## src/rtl/seq_divider_param_if.sv

```systemverilog
// Handshake/operand bundle between the ALU sequencer (master) and the sequential divider (slave).
// signed_mode exists only when SEQ_DIV_SIGNED_EN is defined.
interface seq_divider_param_if #(
    parameter int WIDTH = 8
);
    logic             start;
    logic [WIDTH-1:0] dividend;
    logic [WIDTH-1:0] divisor;
    logic             busy;
    logic             done;
    logic [WIDTH-1:0] quotient;
    logic [WIDTH-1:0] remainder;
    logic             div_by_zero;
`ifdef SEQ_DIV_SIGNED_EN
    logic             signed_mode;

    modport master (
        output start, dividend, divisor, signed_mode,
        input  busy, done, quotient, remainder, div_by_zero
    );

    modport slave (
        input  start, dividend, divisor, signed_mode,
        output busy, done, quotient, remainder, div_by_zero
    );
`else
    modport master (
        output start, dividend, divisor,
        input  busy, done, quotient, remainder, div_by_zero
    );

    modport slave (
        input  start, dividend, divisor,
        output busy, done, quotient, remainder, div_by_zero
    );
`endif
endinterface

```

## src/rtl/seq_divider_param.sv

```systemverilog
// Multicycle restoring divider, one quotient bit per clock, start/busy/done handshake.
// Optional two's-complement mode is enabled by defining SEQ_DIV_SIGNED_EN.
module seq_divider_param #(
    parameter int WIDTH = 8
) (
    input logic               clk,
    input logic               rst_n,
    seq_divider_param_if.slave bus
);
    localparam int CNT_W = (WIDTH > 2) ? $clog2(WIDTH) : 1;

    typedef enum logic [1:0] {
        IDLE = 2'd0,
        RUN  = 2'd1,
        DONE = 2'd2
    } state_t;

    state_t           state_q, state_d;
    logic [CNT_W-1:0] cnt_q, cnt_d;
    logic [WIDTH-1:0] rem_q, rem_d;
    logic [WIDTH-1:0] shq_q, shq_d;
    logic [WIDTH-1:0] divisor_q, divisor_d;
    logic [WIDTH-1:0] quotient_q, quotient_d;
    logic [WIDTH-1:0] remainder_q, remainder_d;
    logic             dbz_q, dbz_d;

    logic             accept;
    logic [WIDTH:0]   shifted;
    logic [WIDTH:0]   trial;
    logic [WIDTH-1:0] rem_step, q_step;
    logic [WIDTH-1:0] dvd_mag, dvs_mag;
    logic [WIDTH-1:0] q_final, r_final;

    assign accept = bus.start && ((state_q == IDLE) || (state_q == DONE));

    // Stored remainder is always below the divisor, so its top bit is only needed transiently.
    always_comb begin
        shifted  = {rem_q, shq_q[WIDTH-1]};
        trial    = shifted - {1'b0, divisor_q};
        rem_step = shifted[WIDTH-1:0];
        q_step   = {shq_q[WIDTH-2:0], 1'b0};
        if (!trial[WIDTH]) begin
            rem_step = trial[WIDTH-1:0];
            q_step   = {shq_q[WIDTH-2:0], 1'b1};
        end
    end

`ifdef SEQ_DIV_SIGNED_EN
    logic q_neg_q, q_neg_d;
    logic r_neg_q, r_neg_d;
    logic dvd_neg, dvs_neg;

    // Core runs on magnitudes; result signs are remembered at accept and applied on completion.
    always_comb begin
        dvd_neg = bus.signed_mode & bus.dividend[WIDTH-1];
        dvs_neg = bus.signed_mode & bus.divisor[WIDTH-1];
        dvd_mag = dvd_neg ? -bus.dividend : bus.dividend;
        dvs_mag = dvs_neg ? -bus.divisor : bus.divisor;
        q_neg_d = q_neg_q;
        r_neg_d = r_neg_q;
        if (accept) begin
            q_neg_d = dvd_neg ^ dvs_neg;
            r_neg_d = dvd_neg;
        end
        q_final = q_neg_q ? -q_step : q_step;
        r_final = r_neg_q ? -rem_step : rem_step;
    end

    always_ff @(posedge clk or negedge rst_n) begin
        if (!rst_n) begin
            q_neg_q <= 1'b0;
            r_neg_q <= 1'b0;
        end else begin
            q_neg_q <= q_neg_d;
            r_neg_q <= r_neg_d;
        end
    end
`else
    assign dvd_mag = bus.dividend;
    assign dvs_mag = bus.divisor;
    assign q_final = q_step;
    assign r_final = rem_step;
`endif

    always_comb begin
        state_d     = state_q;
        cnt_d       = cnt_q;
        rem_d       = rem_q;
        shq_d       = shq_q;
        divisor_d   = divisor_q;
        quotient_d  = quotient_q;
        remainder_d = remainder_q;
        dbz_d       = dbz_q;
        unique case (state_q)
            IDLE, DONE: begin
                state_d = IDLE;
                if (bus.start) begin
                    dbz_d     = 1'b0;
                    divisor_d = dvs_mag;
                    if (bus.divisor == '0) begin
                        state_d     = DONE;
                        quotient_d  = '1;
                        remainder_d = bus.dividend;
                        dbz_d       = 1'b1;
                    end else begin
                        state_d = RUN;
                        cnt_d   = CNT_W'(WIDTH - 1);
                        rem_d   = '0;
                        shq_d   = dvd_mag;
                    end
                end
            end
            RUN: begin
                rem_d = rem_step;
                shq_d = q_step;
                if (cnt_q == '0) begin
                    state_d     = DONE;
                    quotient_d  = q_final;
                    remainder_d = r_final;
                end else begin
                    cnt_d = cnt_q - CNT_W'(1);
                end
            end
            default: state_d = IDLE;
        endcase
    end

    always_ff @(posedge clk or negedge rst_n) begin
        if (!rst_n) begin
            state_q     <= IDLE;
            cnt_q       <= '0;
            rem_q       <= '0;
            shq_q       <= '0;
            divisor_q   <= '0;
            quotient_q  <= '0;
            remainder_q <= '0;
            dbz_q       <= 1'b0;
        end else begin
            state_q     <= state_d;
            cnt_q       <= cnt_d;
            rem_q       <= rem_d;
            shq_q       <= shq_d;
            divisor_q   <= divisor_d;
            quotient_q  <= quotient_d;
            remainder_q <= remainder_d;
            dbz_q       <= dbz_d;
        end
    end

    assign bus.busy        = (state_q == RUN);
    assign bus.done        = (state_q == DONE);
    assign bus.quotient    = quotient_q;
    assign bus.remainder   = remainder_q;
    assign bus.div_by_zero = dbz_q;
endmodule

```

## src/flat_wrapper.sv

```systemverilog
// flat-port wrapper written by rule: the top's interface ports become plain ports
module seq_divider_param_flat 
#(
    parameter int WIDTH = 8
)
  (clk, rst_n, bus_start, bus_dividend, bus_divisor, bus_busy, bus_done, bus_quotient, bus_remainder, bus_div_by_zero);
  seq_divider_param_if #(.WIDTH(WIDTH)) bus_i ();
  input logic clk;
  input logic rst_n;
  input wire logic [$bits(bus_i.start)-1:0] bus_start;
  input wire logic [$bits(bus_i.dividend)-1:0] bus_dividend;
  input wire logic [$bits(bus_i.divisor)-1:0] bus_divisor;
  output wire logic [$bits(bus_i.busy)-1:0] bus_busy;
  output wire logic [$bits(bus_i.done)-1:0] bus_done;
  output wire logic [$bits(bus_i.quotient)-1:0] bus_quotient;
  output wire logic [$bits(bus_i.remainder)-1:0] bus_remainder;
  output wire logic [$bits(bus_i.div_by_zero)-1:0] bus_div_by_zero;
  assign bus_i.start = bus_start;
  assign bus_i.dividend = bus_dividend;
  assign bus_i.divisor = bus_divisor;
  assign bus_busy = bus_i.busy;
  assign bus_done = bus_i.done;
  assign bus_quotient = bus_i.quotient;
  assign bus_remainder = bus_i.remainder;
  assign bus_div_by_zero = bus_i.div_by_zero;
  seq_divider_param #(.WIDTH(WIDTH)) u_core (.clk(clk), .rst_n(rst_n), .bus(bus_i));
endmodule
```

## config.mk

```make
export PLATFORM = sky130hd
export DESIGN_NAME = seq_divider_param_flat
export DESIGN_NICKNAME = d
export VERILOG_FILES = /design/src/rtl/seq_divider_param_if.sv /design/src/rtl/seq_divider_param.sv /design/src/flat_wrapper.sv
export SDC_FILE = /design/constraint.sdc
export NUM_CORES = 1
export LEC_CHECK = 0
export ABC_AREA = 1
export BUFFER_PORTS_ARGS = -buffer_cell sky130_fd_sc_hd__clkbuf_2
export CORE_MARGIN = 1.5
export CORE_UTILIZATION = 55
export CTS_CLUSTER_SIZE = 14
export DETAILED_ROUTE_END_ITERATION = 12
export PLACE_DENSITY_LB_ADDON = 0.08
export SLEW_MARGIN = 20
export SYNTH_ARGS = -nofsm -noshare
export SYNTH_HDL_FRONTEND = slang
export SYNTH_SLANG_ARGS = --single-unit
```

## constraint.sdc

```tcl
create_clock -name clk -period 2.91 [get_ports clk]
set_clock_uncertainty 0.2 [all_clocks]
set_input_delay 0.291 -clock clk [delete_from_list [all_inputs] [get_ports clk]]
set_output_delay 0.291 -clock clk [all_outputs]
set_load 0.05 [all_outputs]
```

==> reports/results.ini, run 1 <==
[sta]
timing_hold_violations_final=0
slew_violations=0
fin_ws_ns=0.662
final.setup.tns_ns=0
worst_slew_pin_slew_ns=0.549
min_period_ns=2.25
max_freq_ghz=0.445
setup_viol=0
holdWs_ns=0.00896
fin_crit_sh_pct=77.3
max_slew_margin_pct=63.4
rsz0062_at_grt=no

[setup_path]
crit_path_end_kind=flop
worstPathArrival_ns=2.26
critPathRequiredTime_ns=2.92
ff2ff_setup_slack_ns=0.66
reg2reg_to=u_core.bus.remainder[3]
r2r_start=u_core.shq_q[7]
cp_max_fo=9
start_kind=flop
worstSetupPathType=flop to flop
worstRegToRegCells=14

[detailed_routing]
dr.pass1.iters=4
drt_iter0_drc=122
remaining_drc_errors=0
num_vias=2146
routedWlPerCell_um=12.8
viasPerCell=5.09
antenna_left=0
routed_wl_um=5420

[hold_path]
min_to=u_core.divisor_q[0]
min-delay-path-class=input port to flop
hp-start=bus_divisor[0]
holdPathStages=3

[global_routing]
grt_pass1_vias=2089
track_usage_pct=23.5
overflow=0
antenna_found_initial=0
grt_start_max_net_pins=28
grt_pass1_wl_um=9450

[place]
preCtsSetupSlack_ns=0.683
portBuffers=37
place.gp.congestion=0.871
dp_hpwl_um=4190

[floorplanning]
die_area_sq_um=5080
core-area_sq_um=4410
die_w_um=71.3
die_h_um=71.3
initial_core_util_pct=58.0
ios=38
rows=24

[clock_tree]
cts_resized=0
clock_sinks=46
insertion_delay_ns=0.30
cts_tree=built
clock_tree.root_cell=clkbuf_8
clockBufferDepth=2
cts.reportedPaths.clkPinSlew_ns=0.09
post-cts-setup-buffers=0
numCtsBuffers=5
cts_max_level=2

[layout]
final_common_cell=nand2_1
final_cell_mix=nand2_1, inv_1, dfrtp_1
drive_gt1_share_pct=20.0
fin_nets=399
nFillCells=414
diodes=0
area_growth_pct=12.6

[logic_synthesis]
synth-warning-count=0
ys_async_sr_fraction_pct=100
synth_edf_count=0
synth_ff_type=dfrtp_1
avgSynthCellArea_sq_um=7.79
yosysUniqueCellTypes=28
synthCells=329
syn-num-nets=359
synth_seq_area_share_pct=44.9
synth_area_sq_um=2560
ys_ff_latch=46

[flow_run]
maxCapViolations=0

[status]
outcome=finished, final reports clean

==> synth_stat cells (all sizes together) (2+ instances only) <==
master	number	area, sq um
a31oi	8	50.1
or2	8	50.1
o21ai	22	110
xor2	2	17.5
buf	8	48.8
a22oi	3	32.5
inv	56	213
ha	10	125
a21oi	10	61.3
xnor2	2	17.5
nand3	40	205
nand2	86	348
dfrtp	46	1150
nor2	24	95.1
==> critical path, stage by stage (launching register included) <==
cell and delay, ns:
dfrtp_1 0.39, inv_1 0.07, ha_1 0.13, inv_1 0.07, fa_1 0.42, nand2_1 0.08, nand2_1 0.09, nand3_2 0.11
nand2_1 0.07, nand2_1 0.11, nand2_4 0.09, nand3_1 0.13, nand3_1 0.10, nand2_1 0.07, inv_1 0.03
==> kinds of logic (layout without fill, tap and decap cells) <==
group | count (synthesis) | count (layout) | share of synthesized area, %
xor gates and xnor gates | 4 | 4 | 1.37
adders and majority gates | 11 | 11 | 5.66
buffers and inverters | 65 | 106 | 10.4
DFF | 46 | 46 | 44.9
and+or+nand+nor | 159 | 159 | 27.5
AOI/OAI and AO/OA | 44 | 44 | 10.2
==> state kept, by name (all words and copies together), names as in the netlist <==
| register | count |
|---|---|
| u_core.bus.quotient | 8 |
| u_core.bus.remainder | 8 |
| u_core.divisor_q | 8 |
| u_core.rem_q | 8 |
| u_core.shq_q | 8 |
| u_core.cnt_q | 3 |
| u_core.state_q | 2 |
| u_core.bus.div_by_zero | 1 |
==> how the worst max path moves through the flow <==
stage | slack, ns | cells past startpoint | to | from
2_1_floorplan | 0.90 | 14 | u_core.bus.remainder[7] | u_core.shq_q[7]
3_5_place_dp | 0.68 | 14 | u_core.bus.remainder[3] | u_core.shq_q[7]
6_report | 0.66 | 14 | u_core.bus.remainder[3] | u_core.shq_q[7]
3_3_place_gp | 0.76 | 14 | u_core.bus.remainder[1] | u_core.shq_q[7]
4_1_cts | 0.66 | 14 | u_core.bus.remainder[3] | u_core.shq_q[7]
5_1_grt | 0.48 | 14 | u_core.bus.remainder[3] | u_core.shq_q[7]
==> per-layer routing <==
metal  up-vias  track usage [%]  wire [um]
met2        37             37.4       2530
li1       1114                -          -
met3         8             6.05        220
met5         -                0          0
met4         0             7.13         83
met1       987             31.7       2580
==> repair_timing <==
| item | 4_1_cts | 5_1_grt |
|---|---|---|
| endpoints found under the hold margin | 15 | 0 |
| setup endpoints to repair | 0 | 0 |
| hold buffers | 1 | 0 |
==> stage by stage <==
step | util (%) | instance area, sq um | std cells
after floorplan | - | 2560 | 329
after global placement | 63.2 | 2790 | 413
after detailed placement | 63.2 | 2790 | 413
after CTS | 65.4 | 2890 | 422
after global routing | 65.4 | 2890 | 422
final | 65.4 | 2890 | 422
==> layout make-up <==
| cell class | instances | area [sq um] | area share, % |
|---|---|---|---|
| repair buffers | 42 | 225 | 7.80 |
| multi-input cells | 218 | 1150 | 39.7 |
| clock buffers | 6 | 72.6 | 2.51 |
| clock inverters | 2 | 13.8 | 0.477 |
| well taps | 52 | 65.1 | 2.25 |
| flip-flops and latches | 46 | 1150 | 39.9 |
| inverters | 56 | 213 | 7.37 |
Power of run 1 is left out: the tool's default activity adds up to more than one toggle a clock period on the data nets, which glitch-free logic cannot reach.
==> run 2: changes to the inputs <==
--- a/config.mk
+++ b/config.mk
@@ -8,7 +8,7 @@
 export ABC_AREA = 1
 export BUFFER_PORTS_ARGS = -buffer_cell sky130_fd_sc_hd__clkbuf_2
 export CORE_MARGIN = 1.5
-export CORE_UTILIZATION = 55
+export CORE_UTILIZATION = 51
 export CTS_CLUSTER_SIZE = 14
 export DETAILED_ROUTE_END_ITERATION = 12
 export PLACE_DENSITY_LB_ADDON = 0.08
==> constraint.sdc (replaced) <==
create_clock -name clk -period 2 [get_ports clk]
set_clock_uncertainty 0.2 [all_clocks]
set_input_delay 0.2 -clock clk [delete_from_list [all_inputs] [get_ports clk]]
set_output_delay 0.2 -clock clk [all_outputs]
set_load 0.05 [all_outputs]
==> reports/results.ini, run 2 (synthesized netlist as in run 1, its figures left out) <==
[floorplanning]
die_w_um=73.9  ; was 71.3 um
initial_core_util_pct=53.5  ; was 58.0%
ios=38  ; unchanged
die_area_sq_um=5460  ; was 5080 sq um
rows=25  ; was 24
core-area_sq_um=4790  ; was 4410 sq um
die_h_um=73.9  ; was 71.3 um

[flow_run]
maxCapViolations=0  ; unchanged

[detailed_routing]
routedWlPerCell_um=13.9  ; was 12.8 um
num_vias=2380  ; was 2146
wl_met2_um=3150  ; was 2530 um
antenna_left=0  ; unchanged
dr.pass1.iters=4  ; unchanged
dr_wl_met3_um=281  ; was 220 um
routed_wl_um=6530  ; was 5420 um
routed.top_layer=met4  ; unchanged
viasPerCell=5.07  ; was 5.09
drt_iter0_drc=171  ; was 122
remaining_drc_errors=0  ; unchanged
wl_met1_um=2970  ; was 2580 um

[sta]
setup_viol=19  ; was 0
rsz0062_at_grt=yes  ; was no
slew_violations=0  ; unchanged
timing_hold_violations_final=0  ; unchanged
min_period_ns=2.17  ; was 2.25 ns
max_freq_ghz=0.462  ; was 0.445 GHz
max_slew_margin_pct=60.5  ; was 63.4%
fin_crit_sh_pct=108  ; was 77.3%
worst_slew_pin_slew_ns=0.592  ; was 0.549 ns
fin_ws_ns=-0.165  ; was 0.662 ns

[setup_path]
crit_chain=inv_2, ha_4, inv_2, fa_2, nand2_2, nand2_2, nand3_4, nand2_4, nand2_4, nand2_4, nand3_2, nand3_2, nand2_1, inv_1  ; was inv_1, ha_1, inv_1, fa_1, nand2_1, nand2_1, nand3_2, nand2_1, nand2_1, nand2_4, nand3_1, nand3_1, nand2_1, inv_1
crit_family=simple AND/OR/NAND/NOR gates  ; unchanged
cpMaxStageDelayCell=dfrtp_1  ; was fa_1
critPathRequiredTime_ns=2.00  ; was 2.92 ns
start_kind=flop  ; unchanged
path_buf_inv=3  ; unchanged
crit_path_end_kind=flop  ; unchanged
worstSetupPathType=flop to flop  ; unchanged
cpPeakStageDelay_ns=0.40  ; was 0.42 ns
cp_common_cell=nand2_4  ; was nand2_1
worstPathArrival_ns=2.16  ; was 2.26 ns
cp_max_fo=5  ; was 9

[clock_tree]
clockBufferDepth=2  ; unchanged
clock_sinks=46  ; unchanged
clock_tree.root_cell=clkbuf_8  ; unchanged
cts.reportedPaths.clkPinSlew_ns=0.09  ; about the same
numCtsBuffers=5  ; unchanged
insertion_delay_ns=0.29  ; was 0.30 ns
cts_max_level=2  ; unchanged
cts_tree=built  ; unchanged

[status]
violations=negative setup slack
outcome=complete, but fails checks  ; was finished, final reports clean

[global_routing]
grt_pass1_wl_um=10100  ; was 9450 um
grt_start_max_net_pins=47  ; was 28
track_usage_pct=24.1  ; was 23.5%
overflow=0  ; unchanged
antenna_found_initial=0  ; unchanged
grt_pass1_vias=2216  ; was 2089

[hold_path]
min-delay-path-class=input port to flop  ; unchanged

[layout]
area_growth_pct=34.9  ; was 12.6%
fin_nets=431  ; was 399
final_cell_mix=nand2_1, inv_1, dfrtp_1  ; unchanged
drive_gt1_share_pct=33.8  ; was 20.0%
postLayoutCoreUtil_pct=72.2  ; was 65.4%
diodes=0  ; unchanged
final_common_cell=nand2_1  ; unchanged

[place]
portBuffers=37  ; unchanged
dp_hpwl_um=4180  ; was 4190 um
place.gp.congestion=0.832  ; was 0.871

run 2: cell types whose count changed in the layout (fill, tap and decap cells not counted), sizes merged:
cell / before / now
dlygate4sd3: 1 / 9
clkbuf: 43 / 42
buf: 4 / 27
nand2: 86 / 88
run 2: repair_timing:
action | CTS | global route
hold buffers | 9 | 0
gates cloned | 1 | 1
pin swaps | 3 | 12
endpoints found under the setup margin | 18 | 23
resized for setup | 18 | 35
hold endpoints to repair | 54 | 0
setup buffers | 11 | 1
run 2: layout make-up:
| class | count | area [sq um] |
|---|---|---|
| repair buffers | 72 | 505 |
| well taps | 67 | 83.8 |
| multi-input cells | 220 | 1420 |
| fillers | 389 | 1330 |
| clock inverters | 2 | 13.8 |
| flip-flops and latches | 46 | 1150 |
| clock buffers | 6 | 72.6 |
| inverters | 56 | 213 |
run 2: tightest hold or removal path: cells and delay by family:
| family | cells | cell delay [ns] |
|---|---|---|
| simple gates | 2 | 0.20 |
| buf+inv | 1 | 0.09 |
run 2: worst paths after layout:
check	startpoint	to	slack (ns)	cells after the start
min in group asynchronous	rst_n	u_core.state_q[0]	0.31	3
setup reg to reg	u_core.shq_q[7]	u_core.bus.remainder[7]	-0.17	14
hold reg to reg	u_core.bus.div_by_zero	u_core.bus.div_by_zero	0.29	2
hold / removal	bus_start	u_core.state_q[0]	0.03	3
setup / recovery	u_core.shq_q[7]	u_core.bus.remainder[7]	-0.17	14
max in group asynchronous	rst_n	u_core.shq_q[5]	0.88	3
run 2: metrics by stage:
| step | hold slack, ns | setup slack, ns | area (sq um) | setup TNS (ns) | std cells |
|---|---|---|---|---|---|
| after floorplan | -0.296 | 0.0371 | 2570 | 0 | 329 |
| after global placement | 0.127 | -0.0796 | 2920 | -0.328 | 438 |
| after detailed placement | 0.133 | -0.119 | 2920 | -0.834 | 438 |
| after CTS | 0.0363 | -0.0724 | 3260 | -0.460 | 467 |
| after global routing | 0.0535 | -0.236 | 3460 | -3.02 | 469 |
| final | 0.0334 | -0.165 | 3460 | -1.98 | 469 |
run 2: per-layer routing:
layer,track usage (%),vias up
met4,4.94,0
met5,0,-
met3,3.84,13
met1,33.4,1119
met2,39.8,61
li1,-,1187
Power of run 2 is left out for the same reason.
